## config.mk

```make
export PLATFORM = sky130hd
export DESIGN_NAME = lsu_mem_ctrl_flat
export DESIGN_NICKNAME = d
export VERILOG_FILES = /design/src/rtl/lsu_mem_ctrl_if.sv /design/src/rtl/lsu_mem_ctrl.sv /design/src/flat_wrapper.sv
export SDC_FILE = /design/constraint.sdc
export NUM_CORES = 1
export LEC_CHECK = 0
export CAP_MARGIN = 40
export CORE_MARGIN = 4
export CORE_UTILIZATION = 44
export DETAILED_ROUTE_END_ITERATION = 7
export GPL_ROUTABILITY_DRIVEN = 0
export PLACE_DENSITY = 0.86
export SYNTH_ARGS = -nofsm -noshare
export SYNTH_HDL_FRONTEND = slang
export SYNTH_SLANG_ARGS = --single-unit
export TNS_END_PERCENT = 1
```

## constraint.sdc

```tcl
create_clock -name clk -period 1.9 [get_ports clk]
set_input_delay 0.285 -clock clk [delete_from_list [all_inputs] [get_ports clk]]
set_output_delay 0.285 -clock clk [all_outputs]
set_load 0.03 [all_outputs]
```

## src/rtl/lsu_mem_ctrl_if.sv

```systemverilog
// lsu_mem_ctrl_if: core request/response and data-memory signals of the load/store unit.
interface lsu_mem_ctrl_if;
   logic        req_valid;
   logic        req_ready;
   logic        req_we;
   logic [2:0]  req_funct3;
   logic [31:0] req_addr;
   logic [31:0] req_wdata;
   logic        resp_valid;
   logic [31:0] resp_rdata;
   logic        resp_fault;
   logic [31:0] mem_addr;
   logic        mem_we;
   logic [31:0] mem_wdata;
   logic [31:0] mem_rdata;
   modport master (
      output req_valid, req_we, req_funct3, req_addr, req_wdata,
      input  req_ready, resp_valid, resp_rdata, resp_fault
   );
   modport slave (
      input  req_valid, req_we, req_funct3, req_addr, req_wdata, mem_rdata,
      output req_ready, resp_valid, resp_rdata, resp_fault, mem_addr, mem_we, mem_wdata
   );
   modport mem (
      input  mem_addr, mem_we, mem_wdata,
      output mem_rdata
   );
endinterface

```

## src/rtl/lsu_mem_ctrl.sv

```systemverilog
// lsu_mem_ctrl: RV32I load/store unit for a word-wide synchronous memory; sub-word stores use read-modify-write.
module lsu_mem_ctrl #(
   parameter bit FAULT_ON_MISALIGN = 1'b1
) (
   input logic           clk,
   input logic           rst,
   lsu_mem_ctrl_if.slave bus
);
   typedef enum logic [2:0] {IDLE, ACCESS, DATA, WRITE, FAULT} state_t;
   state_t      r_state, w_state;
   logic        r_we, w_we, r_mem_we, w_mem_we, r_valid, w_valid, r_fault, w_fault;
   logic [2:0]  r_f3, w_f3;
   logic [1:0]  r_off, w_off, w_req_off;
   logic [31:0] r_mem_addr, w_mem_addr, r_mem_wdata, w_mem_wdata, r_rdata, w_rdata;
   logic        w_illegal, w_misal, w_bad;
   logic [4:0]  w_sh;
   logic [7:0]  w_byte;
   logic [15:0] w_half;
   logic [31:0] w_mask, w_merged, w_load;
   assign w_illegal = bus.req_we ? (bus.req_funct3 > 3'd2)
                                 : (bus.req_funct3 == 3'b011 || bus.req_funct3[2:1] == 2'b11);
   assign w_misal = (bus.req_funct3[1:0] == 2'b01 && bus.req_addr[0]) ||
                    (bus.req_funct3[1:0] == 2'b10 && bus.req_addr[1:0] != 2'b00);
   assign w_bad = w_illegal || (FAULT_ON_MISALIGN && w_misal);
   // Offset is forced to natural alignment; only matters when misalignment does not fault.
   assign w_req_off = bus.req_funct3[1:0] == 2'b10 ? 2'b00 :
                      bus.req_funct3[1:0] == 2'b01 ? {bus.req_addr[1], 1'b0} : bus.req_addr[1:0];
   assign w_sh = {r_off, 3'b000};
   assign w_byte = 8'(bus.mem_rdata >> w_sh);
   assign w_half = r_off[1] ? bus.mem_rdata[31:16] : bus.mem_rdata[15:0];
   assign w_load = r_f3 == 3'b000 ? {{24{w_byte[7]}}, w_byte} :
                   r_f3 == 3'b001 ? {{16{w_half[15]}}, w_half} :
                   r_f3 == 3'b100 ? {24'd0, w_byte} :
                   r_f3 == 3'b101 ? {16'd0, w_half} : bus.mem_rdata;
   // mem_wdata still holds the request's store data until the merged word replaces it.
   assign w_mask = (r_f3[0] ? 32'h0000_FFFF : 32'h0000_00FF) << w_sh;
   assign w_merged = (bus.mem_rdata & ~w_mask) | ((r_mem_wdata << w_sh) & w_mask);
   assign bus.req_ready = r_state == IDLE;
   assign bus.resp_valid = r_valid;
   assign bus.resp_rdata = r_rdata;
   assign bus.resp_fault = r_fault;
   assign bus.mem_addr = r_mem_addr;
   assign bus.mem_we = r_mem_we;
   assign bus.mem_wdata = r_mem_wdata;
   always_comb begin
      w_state = r_state;
      w_we = r_we;
      w_f3 = r_f3;
      w_off = r_off;
      w_mem_addr = r_mem_addr;
      w_mem_we = 1'b0;
      w_mem_wdata = r_mem_wdata;
      w_valid = 1'b0;
      w_fault = r_fault;
      w_rdata = r_rdata;
      case (r_state)
         IDLE: if (bus.req_valid) begin
            w_we = bus.req_we;
            w_f3 = bus.req_funct3;
            w_off = w_req_off;
            if (w_bad) w_state = FAULT;
            else begin
               w_mem_addr = {2'b00, bus.req_addr[31:2]};
               w_mem_we = bus.req_we && bus.req_funct3 == 3'b010;
               w_mem_wdata = bus.req_wdata;
               w_state = ACCESS;
            end
         end
         ACCESS: if (r_we && r_f3 == 3'b010) begin
            w_valid = 1'b1;
            w_fault = 1'b0;
            w_rdata = 32'd0;
            w_state = IDLE;
         end else w_state = DATA;
         DATA: if (!r_we) begin
            w_valid = 1'b1;
            w_fault = 1'b0;
            w_rdata = w_load;
            w_state = IDLE;
         end else begin
            w_mem_wdata = w_merged;
            w_mem_we = 1'b1;
            w_state = WRITE;
         end
         WRITE: begin
            w_valid = 1'b1;
            w_fault = 1'b0;
            w_rdata = 32'd0;
            w_state = IDLE;
         end
         FAULT: begin
            w_valid = 1'b1;
            w_fault = 1'b1;
            w_rdata = 32'd0;
            w_state = IDLE;
         end
         default: w_state = IDLE;
      endcase
   end
   always_ff @(posedge clk) begin
      if (rst) begin
         r_state <= IDLE;
         r_we <= 1'b0;
         r_f3 <= 3'd0;
         r_off <= 2'd0;
         r_mem_addr <= 32'd0;
         r_mem_we <= 1'b0;
         r_mem_wdata <= 32'd0;
         r_valid <= 1'b0;
         r_fault <= 1'b0;
         r_rdata <= 32'd0;
      end else begin
         r_state <= w_state;
         r_we <= w_we;
         r_f3 <= w_f3;
         r_off <= w_off;
         r_mem_addr <= w_mem_addr;
         r_mem_we <= w_mem_we;
         r_mem_wdata <= w_mem_wdata;
         r_valid <= w_valid;
         r_fault <= w_fault;
         r_rdata <= w_rdata;
      end
   end
endmodule

```

## src/flat_wrapper.sv

```systemverilog
// flat-port wrapper written by rule: the top's interface ports become plain ports
module lsu_mem_ctrl_flat 
#(
   parameter bit FAULT_ON_MISALIGN = 1'b1
)
  (clk, rst, bus_req_valid, bus_req_we, bus_req_funct3, bus_req_addr, bus_req_wdata, bus_mem_rdata, bus_req_ready, bus_resp_valid, bus_resp_rdata, bus_resp_fault, bus_mem_addr, bus_mem_we, bus_mem_wdata);
  lsu_mem_ctrl_if bus_i ();
  input logic clk;
  input logic rst;
  input wire logic [$bits(bus_i.req_valid)-1:0] bus_req_valid;
  input wire logic [$bits(bus_i.req_we)-1:0] bus_req_we;
  input wire logic [$bits(bus_i.req_funct3)-1:0] bus_req_funct3;
  input wire logic [$bits(bus_i.req_addr)-1:0] bus_req_addr;
  input wire logic [$bits(bus_i.req_wdata)-1:0] bus_req_wdata;
  input wire logic [$bits(bus_i.mem_rdata)-1:0] bus_mem_rdata;
  output wire logic [$bits(bus_i.req_ready)-1:0] bus_req_ready;
  output wire logic [$bits(bus_i.resp_valid)-1:0] bus_resp_valid;
  output wire logic [$bits(bus_i.resp_rdata)-1:0] bus_resp_rdata;
  output wire logic [$bits(bus_i.resp_fault)-1:0] bus_resp_fault;
  output wire logic [$bits(bus_i.mem_addr)-1:0] bus_mem_addr;
  output wire logic [$bits(bus_i.mem_we)-1:0] bus_mem_we;
  output wire logic [$bits(bus_i.mem_wdata)-1:0] bus_mem_wdata;
  assign bus_i.req_valid = bus_req_valid;
  assign bus_i.req_we = bus_req_we;
  assign bus_i.req_funct3 = bus_req_funct3;
  assign bus_i.req_addr = bus_req_addr;
  assign bus_i.req_wdata = bus_req_wdata;
  assign bus_i.mem_rdata = bus_mem_rdata;
  assign bus_req_ready = bus_i.req_ready;
  assign bus_resp_valid = bus_i.resp_valid;
  assign bus_resp_rdata = bus_i.resp_rdata;
  assign bus_resp_fault = bus_i.resp_fault;
  assign bus_mem_addr = bus_i.mem_addr;
  assign bus_mem_we = bus_i.mem_we;
  assign bus_mem_wdata = bus_i.mem_wdata;
  lsu_mem_ctrl #(.FAULT_ON_MISALIGN(FAULT_ON_MISALIGN)) u_core (.clk(clk), .rst(rst), .bus(bus_i));
endmodule
```

* Word-level counts from Yosys, hierarchy flattened
Cells that the tools add are included.
** Operators by class
- Order comparisons :: 1
- Equal/unequal tests :: 18
- Shift operators :: 3
- Multiplexer cells :: 31
- Bitwise operators :: 5
- Reductions and logical operators :: 19
** Operators by type and width (number)
- 32-bit 2-to-1 mux :: 9
- 32-bit case mux with 3 select lines :: 1
- 32-bit AND :: 2
- 32-bit case mux with 2 select lines :: 1
- 32-bit by 5-bit left shift with 32-bit output :: 2
- 16-bit 2-to-1 mux :: 2
- 32-bit inverter :: 1
- 32-bit OR :: 1
- 32-bit by 5-bit >> shifter with 8-bit output :: 1
- 3-bit by 2-bit equality test with 1-bit output (second input constant) :: 5
- 3-bit equality test (second input constant) :: 3
- 1-bit 2-to-1 mux :: 9
- 3-bit case mux with 3 select lines :: 1
- 3-bit AND reduction :: 3
- 3-bit by 1-bit equality test with 1-bit output (second input constant) :: 2
- 3-bit zero test :: 2
- 2-bit 2-to-1 mux :: 3
- 3-bit 2-to-1 mux :: 2
- 2-bit inequality test (second input constant) :: 3
- 2-bit equality test (second input constant) :: 2
- 1-bit logical AND :: 4
- 2-bit by 1-bit inequality test with 1-bit output (second input constant) :: 2
- 1-bit case mux with 4 select lines :: 1
- 4-bit AND reduction :: 1
- other kinds (11) :: 14
** Word-level totals
- Register bits :: 106
- Bits of input ports :: 103
- Output and inout port bits :: 100
- Word-level logic and storage cells :: 87

* Logic depth before layout (Yosys ltp)
- Depth after elaboration :: 7
- Gate-level depth with buffers :: 8
- Depth with buffers taken out :: 4

* Worst setup path before layout
No wires, ideal clock.
- Path type :: reg2reg
- From :: reg u_core.r_state[0]
- To :: reg u_core.r_f3[0]
- Setup time :: 0.132 ns
- Arrival time :: 1.644 ns
- Required time :: 1.768 ns
- Path slack :: 0.124 ns
- Cell stages (with the launch flop) :: 6
- Buffers on the path :: 1
- Period minus slack after synthesis :: 1.776 ns
- Path through :: dfxtp_1 buf_2 nor3_1 nand2_1 nand2_1 a21oi_1
** On the way
- Longest elaborated chain between the ends :: 2
** RTL lines
- from (decl) :: RTL line lsu_mem_ctrl.sv:10 : state_t r_state, w_state;
- from (signal assigned) :: RTL line lsu_mem_ctrl.sv:113 : r_state <= w_state;
- 3-bit zero test
- named net bus_req_ready :: RTL line flat_wrapper.sv:16 : output wire logic [$bits(bus_i.req_ready)-1:0] bus_req_ready;
- 2-bit AND reduction (no source line)
- to (signal assigned) :: RTL line lsu_mem_ctrl.sv:115 : r_f3 <= w_f3;
- to (decl) :: RTL line lsu_mem_ctrl.sv:12 : logic [2:0] r_f3, w_f3;
The timed path passes the listed nets, and every way through them passes these cells.
A chain may end at the register's enable or synchronous reset.

* Worst setup path after layout
- From :: reg u_core.r_mem_wdata[5] (netlist: u_core.bus.mem_wdata[5])
- To :: out bus_mem_wdata[5]
** RTL lines
- from (decl) :: RTL line lsu_mem_ctrl.sv:14 : logic [31:0] r_mem_addr, w_mem_addr, r_mem_wdata, w_mem_wdata, r_rdata, w_rdata;
- from (signal assigned) :: RTL line lsu_mem_ctrl.sv:119 : r_mem_wdata <= w_mem_wdata;
- to (decl) :: RTL line flat_wrapper.sv:22 : output wire logic [$bits(bus_i.mem_wdata)-1:0] bus_mem_wdata;
No word-level cell between the ends.

==> flow_summary.json <==
{
  "die_area_um2": 13900,
  "cts_max_path_buffers": 2,
  "synth_top_cell_by_area": "dfxtp_1",
  "hold_start": "rst",
  "ys_top_cells_by_area": "dfxtp_1, nand2_1, o22ai_1",
  "syn-cell-area_um2": 5310,
  "synth_top_cell_area_share_pct": 39.9,
  "drt_iter0_markers": 810,
  "ant_nets": 0,
  "layout.cells.non_filler": 1001,
  "cp-start-kind": "flip-flop",
  "grtUsageTotal_pct": 27.2,
  "die_w_um": 118,
  "avgSynthCellArea_um2": 8.09,
  "grt_pass1_wl_um": 31000,
  "place_ws_ns": -0.215,
  "cp_top_family": "buffers and inverters",
  "cts_sinks": 106,
  "crit_chain": "clkdlybuf4s50_1",
  "ir_drop_uv": 619,
  "cts_tree": "yes",
  "wire_per_inst_um": 19.8,
  "io_buffers": 200,
  "hold_viol": 0,
  "synth_edf_count": 0,
  "area_growth_pct": 49.3,
  "cpMaxStageDelayCell": "clkdlybuf4s50_1",
  "critPathCaptureType": "output pin",
  "dr.pass1.iters": 6,
  "setup_viol": 0,
  "vias": 6152,
  "fin_crit_ns": 1.87,
  "crit_buf_inv": 1,
  "maxSlewViolCount": 0,
  "synth_cell_type_count": 45,
  "maxCapViolCount": 0,
  "coreArea_um2": 11600,
  "clk_pin_slew_ns": 0.07,
  "critPathKind": "flip-flop to output pin",
  "nets": 957,
  "drt-total-wl_um": 19800,
  "cp_max_fo": 5,
  "powerDensity_nw_per_um2": 708,
  "slew_headroom_pct": 51.2,
  "vias_per_cell": 6.15,
  "grt_max_degree": 73,
  "post-cts-setup-buffer-count": 0,
  "async_flop_share_pct": 0,
  "regToRegStartpoint": "u_core.r_state[0]",
  "fin_setup_tns_ns": 0,
  "worstPathArrival_ns": 1.59,
  "ys_ff_latch": 106,
  "drcViolationCount": 0,
  "netlist_instances": 657,
  "ys_seq_area_share_pct": 39.9,
  "first_global_vias": 5971,
  "numCtsBuffers": 9,
  "status": "finished, final reports clean",
  "root_buffer": "clkbuf_16",
  "p_leak_nw": 2.81,
  "worst_slew_pin_slew_ns": 0.733,
  "core.rowCount": 39,
  "post-route-period-util_pct": 98.4,
  "grt_antenna_before_repair": 0,
  "clock_latency_ns": 0.36,
  "fillerInstances": 931,
  "n_antenna_cell": 0,
  "crit_start": "u_core.bus.mem_wdata[5]",
  "grt_overflow": 0,
  "drive_above_1_share_pct": 9.21,
  "finalWorstSetupSlack_ns": 0.0299,
  "dp_hpwl_um": 15000,
  "hold_path_class": "input pin to flip-flop",
  "htreeDepth": 3,
  "rsz0062_at_grt": "yes",
  "fmax_mhz": 535,
  "worstPathRequired_ns": 1.62,
  "start_util_pct": 45.7,
  "placed_cells": 984,
  "whs_ns": 0.187,
  "finClkSkew_ns": 0.00618,
  "ys_warn_count": 0,
  "ios": 203,
  "fp.dieH_um": 118,
  "critical-path-max-stage-delay_ns": 0.74,
  "synth_flop_cell": "dfxtp_1"
}
repair_timing:
item	in CTS	in global routing
gates resized for setup	0	8
hold buffers	0	0
endpoints found under the setup margin	0	28
through the flow:
step / cell area (um2) / util, % / power [mW]
global placement: 7610 / 65.6 / 3.82
floorplan: 5320 / - / 3.19
CTS: 7900 / 68.0 / 5.59
detailed placement: 7630 / 65.7 / 3.87
finish: 7930 / 68.3 / 5.61
global route: 7930 / 68.3 / 5.81
power breakdown:
group / switching, mW / leakage, nW / internal [mW]
logic: 0.771 / 1.81 / 0.664
clock network: 0.872 / 0.136 / 0.887
registers: 0.0960 / 0.863 / 2.32
total: 1.74 / 2.81 / 3.88
layout by cell type, fill, tap and decap left out, types with 3 or more instances in the layout:
master,instances
clkdlybuf4s50_1,198
dfxtp_1,104
nand2_1,100
o22ai_1,57
a21oi_1,54
buf_4,38
o21ai_0,32
nor2_1,29
nor3_1,26
a22o_1,24
inv_1,19
a221oi_1,17
a211o_1,16
a311oi_1,16
mux2i_1,15
nor2b_1,12
nand3_1,9
a211oi_1,9
clkbuf_16,9
o2bb2ai_1,8
o21bai_1,8
buf_12,7
nand2b_1,6
nor4_1,3
clkinv_2,3
per-layer routing:
metal	global-route usage (%)	wire [um]
met3	7.83	2330
met4	11.6	698
met2	46.5	9490
met5	0	0
met1	31.6	7280
Yosys cell counts (5+ instances only):
library cell    n
o2bb2ai_1       8
nand3_1         9
o22ai_1        57
dfxtp_1       106
nor2_1         29
nor2b_1        12
inv_1          20
buf_6           5
clkbuf_1       31
a22o_1         24
nand2_1       100
o21ai_0        33
a221oi_1       17
a21oi_1        55
nor3_1         27
buf_4           7
nand2b_1        6
a211o_1        16
a211oi_1       10
buf_2          18
a311oi_1       16
mux2i_1        15
o21bai_1        8
worst paths after layout:
check,endpoint,slack (ns),cells after the start
worst min register to register,u_core.bus.mem_addr[25],0.46,2
worst max-delay path,bus_mem_wdata[5],0.03,1
worst max register to register,u_core.bus.mem_wdata[3],0.09,5
worst min-delay path,u_core.r_off[0],0.19,2
cells by family after synthesis:
group                  share of synthesized area [%]
muxes                                           3.46
AOI/OAI and AO/OA                               32.3
other                                         0.0706
DFF                                             39.9
buffers and inverters                           7.63
and+or+nand+nor                                 16.6
final cells by class:
class / count / area (um2) / area share, %
flip-flops and latches: 106 / 2120 / 26.8
well taps: 143 / 179 / 2.26
repair inverters: 1 / 7.51 / 0.0946
clock buffers: 9 / 225 / 2.84
repair buffers: 248 / 2460 / 31.0
multi-input cells: 467 / 2820 / 35.5
inverters: 21 / 82.6 / 1.04
clock inverters: 6 / 41.3 / 0.520
Note: power is estimated with default switching activity, not from simulation.
==> RTL edit 1: new RTL, same settings <==
`FAULT_ON_MISALIGN` is set to 1'b1 in 2 places; all go to 1'b0.
--- a/src/rtl/lsu_mem_ctrl.sv
+++ b/src/rtl/lsu_mem_ctrl.sv
@@ -1,6 +1,6 @@
 // lsu_mem_ctrl: RV32I load/store unit for a word-wide synchronous memory; sub-word stores use read-modify-write.
 module lsu_mem_ctrl #(
-   parameter bit FAULT_ON_MISALIGN = 1'b1
+   parameter bit FAULT_ON_MISALIGN = 1'b0
 ) (
    input logic           clk,
    input logic           rst,
--- a/src/flat_wrapper.sv
+++ b/src/flat_wrapper.sv
@@ -1,7 +1,7 @@
 // flat-port wrapper written by rule: the top's interface ports become plain ports
 module lsu_mem_ctrl_flat 
 #(
-   parameter bit FAULT_ON_MISALIGN = 1'b1
+   parameter bit FAULT_ON_MISALIGN = 1'b0
 )
   (clk, rst, bus_req_valid, bus_req_we, bus_req_funct3, bus_req_addr, bus_req_wdata, bus_mem_rdata, bus_req_ready, bus_resp_valid, bus_resp_rdata, bus_resp_fault, bus_mem_addr, bus_mem_we, bus_mem_wdata);
   lsu_mem_ctrl_if bus_i ();
Formal check against the unedited RTL: not equivalent (Yosys sat finds a counterexample within 4 cycles, from zero or initial values and one cycle with rst high).
==> RTL edit 1 against the unedited design <==
  * Synthesized cell count shrank 1.2%
  * Routed wire length shrank 5.3%
  * Sequential cell count is the same
  * Critical path depth is the same
  * Worst setup slack gained 0.014 ns
  * Sequential share of layout area grew 0.31 points
  * Total power shrank 0.90%
  * Count of clock-buffer cells in the layout grew 3
  * Final area shrank 1.3%
  * Combinational power shrank 4%
  * Synthesized area shrank 1.6%
  * Clock skew shrank 0.00082 ns
==> RTL edit 1: results (changes against the unedited design) <==
CP max stage cell clkdlybuf4s50_1; Initial DRC Count 644 (-20%); Yosys Warn Count 0 (unchanged); n_diodes 0 (unchanged); IO buf count 200 (unchanged); asr flop ratio synth 0 (unchanged); Max Clk Rate 539 MHz (+0.74%); detailed-route wire length per cell 18.9 um (-4.3%); sequential share of the synthesized area 0.406 (+0.00650); Clock transition at path regs 0.07 ns (about the same); clock buffer depth 2 (unchanged); Filler Cell Count 901 (-3.2%); clk_lat worst skew 0.35 ns; initial antenna violation count 0 (unchanged); Detail Placement HPWL 14.2 mm (-4.8%); drt pass-1 iters 5 (-1); Slew Viols, Final 0 (unchanged); main area contributors after synthesis dfxtp_1 41%, nand2_1 8.8%, a21oi_1 6.0%; pin count of the biggest net entering global routing 51 (-30%); gr usage total 0.265 (-0.00633); CTS H-tree depth 3 (unchanged); CP max FO 5 (unchanged); Critical Path AT 1.57 ns (-0.02 ns); global-route wire length before repair 28.5 mm (-8.0%); proportion of layout cells with a drive suffix above 1 0.108 (+0.0164); commonest cells in the synthesized netlist 123 x nand2_1, 106 x dfxtp_1, 63 x a21oi_1; crit-path max cell delay 0.73 ns; Mapped Cells 649 (-1.2%); outcome completed; Worst-Margin Slew 0.634 ns (-0.0983 ns); Leak 2.82 nW (+0.17%); Clock Skew 0.00536 ns (-0.000822 ns); Final #Nets 946 (-1.1%); DP Worst Slack -0.316 ns (-0.101 ns); family with the most delay on the worst path buffers and inverters; vias 5856 (-4.8%); top_reg_cell synth dfxtp_1; Synth cell types 55 (+22%); Finished Layout Cells 991 (-1.0%); CTS root buf clkbuf_16; hold crit path type register to register; vias in the first global route 5627 (-5.8%); VDD IR-drop max 635 uV (+2.6%); cts bufs inserted 9 (unchanged); Placed Cells 975 (-0.91%)
-- RTL edit 1: changes by cell type after synthesis, moves of 10 or more --
cell,unedited run,this run
a311oi_1,16,0
a22o_1,24,9
o22ai_1,57,9
a31oi_1,2,34
a221oi_1,17,1
o221a_2,0,16
a221o_2,0,10
nand2_1,100,123
nor3_1,27,9
a211o_1,16,0
-- RTL edit 1: path summary, 6_finish.rpt --
check                                from                       to  slack [ns]  cells past startpoint
setup / recovery  u_core.bus.mem_wdata[5]         bus_mem_wdata[5]        0.04                      1
hold / removal     u_core.bus.mem_addr[8]   u_core.bus.mem_addr[8]        0.46                      2
setup reg to reg        u_core.r_state[0]  u_core.bus.mem_wdata[0]        0.06                      5
hold reg to reg    u_core.bus.mem_addr[8]   u_core.bus.mem_addr[8]        0.46                      2
-- RTL edit 1: cell families after synthesis --
logic type             count (synthesis)  synth area share
AO/OA/AOI/OAI                        242             0.324
multiplexers                           9            0.0175
other                                  1          0.000717
buffers and inverters                 78            0.0639
AND/OR/NAND/NOR                      213             0.188
flip-flops                           106             0.406
-- RTL edit 1: through the flow --
step	instance area [sq um]	setup TNS, ns
6_report	7830	0
5_1_grt	7830	0
4_1_cts	7830	0
3_5_place_dp	7550	-6.28
3_3_place_gp	7550	-3.40
2_1_floorplan	5240	0
-- RTL edit 1: where the power goes --
part	switching, mW	internal [mW]	total (mW)
clock	0.817	0.927	1.74
sequential	0.110	2.34	2.45
combinational	0.751	0.620	1.37
-- RTL edit 1: repair_timing --
action | CTS | global route
gates resized for setup | 2 | 2
endpoints found under the hold margin | 0 | 0
pin swaps | 0 | 0
setup endpoints to repair | 17 | 9
hold buffers | 0 | 0
setup buffers | 0 | 0
-- RTL edit 1: layout make-up --
class                      count  area, sq um  area share
multi-input combinational    466         2790       0.356
timing repair buffer         239         2390       0.305
sequential                   106         2120       0.271
clock buffer                  12          246      0.0315
tap                          143          179      0.0228
inverter                      21         78.8      0.0101
clock inverter                 4         27.5     0.00351
-- RTL edit 1: routing by layer --
| layer | up-vias | share of wire | GRT usage |
|---|---|---|---|
| met3 | 55 | 0.098 | 0.0699 |
| met4 | 0 | 0.035 | 0.116 |
| li1 | 2754 | - | - |
| met5 | - | 0 | 0 |
| met1 | 2709 | 0.40 | 0.330 |
| met2 | 338 | 0.47 | 0.433 |
==> RTL edit 2: new RTL, same settings <==
Without the edit above. Encoding of `state_t`: now Gray code (3 bits for 5 states).
--- a/src/rtl/lsu_mem_ctrl.sv
+++ b/src/rtl/lsu_mem_ctrl.sv
@@ -6,7 +6,7 @@
    input logic           rst,
    lsu_mem_ctrl_if.slave bus
 );
-   typedef enum logic [2:0] {IDLE, ACCESS, DATA, WRITE, FAULT} state_t;
+   typedef enum logic [2:0] {IDLE = 3'b000, ACCESS = 3'b001, DATA = 3'b011, WRITE = 3'b010, FAULT = 3'b110} state_t;
    state_t      r_state, w_state;
    logic        r_we, w_we, r_mem_we, w_mem_we, r_valid, w_valid, r_fault, w_fault;
    logic [2:0]  r_f3, w_f3;
Formal check against the unedited RTL: no difference found for any inputs over 4 cycles, from zero or initial values and one cycle with rst high; so few cycles prove little.
==> RTL edit 2 against the unedited design <==
  * Clock power grew 8%
  * Synthesized cell count grew 3.2%
  * Worst setup slack better by 0.036 ns
  * First-iteration DRC count grew 4.3%
  * Total power is 4.6% higher
  * Final cell count up 5.0%
  * Utilization is 0.88 points lower
  * Via count decreased by 0.26%
  * Routed wire length fell by 3.7%
  * Final area rose by 3.4%
  * Sequential cell count is the same
  * Synthesized area rose by 4.3%
  * Critical path type unchanged
  * Largest power group unchanged
  * Highest routed layer unchanged
==> RTL edit 2: results (changes against the unedited design) <==
cts bufs inserted 9 (unchanged); drt pass-1 iters 5 (-1); outcome completed; main area contributors after synthesis dfxtp_1 38%, nand2_1 7.4%, a21oi_1 7.1%; Synth cell types 59 (+31%); Clock Skew 0.00780 ns (+0.00162 ns); CP max stage cell clkdlybuf4s50_1; pin count of the biggest net entering global routing 77 (+5.5%); metal3 WL 2.19 mm (-6.1%); sequential share of the synthesized area 0.383 (-0.0165); VDD IR-drop max 532 uV (-14%); Leak 2.87 nW (+2.2%); top_reg_cell synth dfxtp_1; global-route wire length before repair 30.4 mm (-2.0%); Critical Path AT 1.55 ns (-0.04 ns); met2 usage 0.410 (-0.0547); detailed-route wire length per cell 18.2 um (-8.2%); proportion of layout cells with a drive suffix above 1 0.101 (+0.00872); Final #Nets 981 (+2.5%); commonest cells in the synthesized netlist 109 x nand2_1, 106 x dfxtp_1, 79 x a21oi_1; Initial DRC Count 845 (+4.3%); vias in the first global route 5833 (-2.3%); gr usage total 0.260 (-0.0113); Detail Placement HPWL 14.1 mm (-6.0%); grt met3 use 0.0716 (-0.00677); vias 6136 (-0.26%); met1 GRT Util 0.337 (+0.0205); Met2 Wirelength 8.72 mm (-8.1%); wl on met1 7.56 mm (+3.8%); IO buf count 200 (unchanged)
RTL edit 2: kinds of logic after synthesis:
group,synth area share
buf+inv,0.0754
other cells,0.000677
simple gates,0.192
flops,0.383
compound gates,0.328
mux,0.0208
RTL edit 2: cell type report:
| cell class | instances | area (sq um) |
|---|---|---|
| Clock buffer | 9 | 225 |
| Clock inverter | 7 | 73.8 |
| Fill cell | 973 | 3960 |
| Inverter | 13 | 48.8 |
| Multi-Input combinational cell | 495 | 3010 |
| Sequential cell | 106 | 2120 |
| Tap cell | 168 | 210 |
| Timing Repair Buffer | 253 | 2510 |
RTL edit 2: through the flow:
step	util	std cells	instance area (sq um)	setup WS, ns	hold WS, ns
2_1_floorplan	-	679	5550	0.319	0.421
3_3_place_gp	0.650	1035	7900	-0.140	0.440
3_5_place_dp	0.650	1035	7900	-0.215	0.446
4_1_cts	0.674	1051	8200	0.0632	0.421
5_1_grt	0.674	1051	8200	0.00639	0.438
6_report	0.674	1051	8200	0.0657	0.425
RTL edit 2: what timing repair did:
item / in CTS / in global routing
cloned: 0 / 0
gates resized for setup: 1 / 1
setup endpoints to repair: 1 / 14
RTL edit 2: report_power, final:
group          total, mW  switching (mW)  internal [mW]
combinational       1.54           0.827          0.713
clock               1.90           0.866           1.03
sequential          2.43           0.105           2.33
total               5.87            1.80           4.07
RTL edit 2: final timing paths:
| path | start | end | slack (ns) | cells after the start |
|---|---|---|---|---|
| max | u_core.bus.mem_wdata[3] | bus_mem_wdata[3] | 0.07 | 1 |
| min | rst | u_core.r_off[0] | 0.42 | 3 |
| max reg2reg | u_core.r_off[1] | u_core.bus.resp_rdata[5] | 0.10 | 5 |
| min reg2reg | u_core.bus.mem_addr[26] | u_core.bus.mem_addr[26] | 0.45 | 2 |
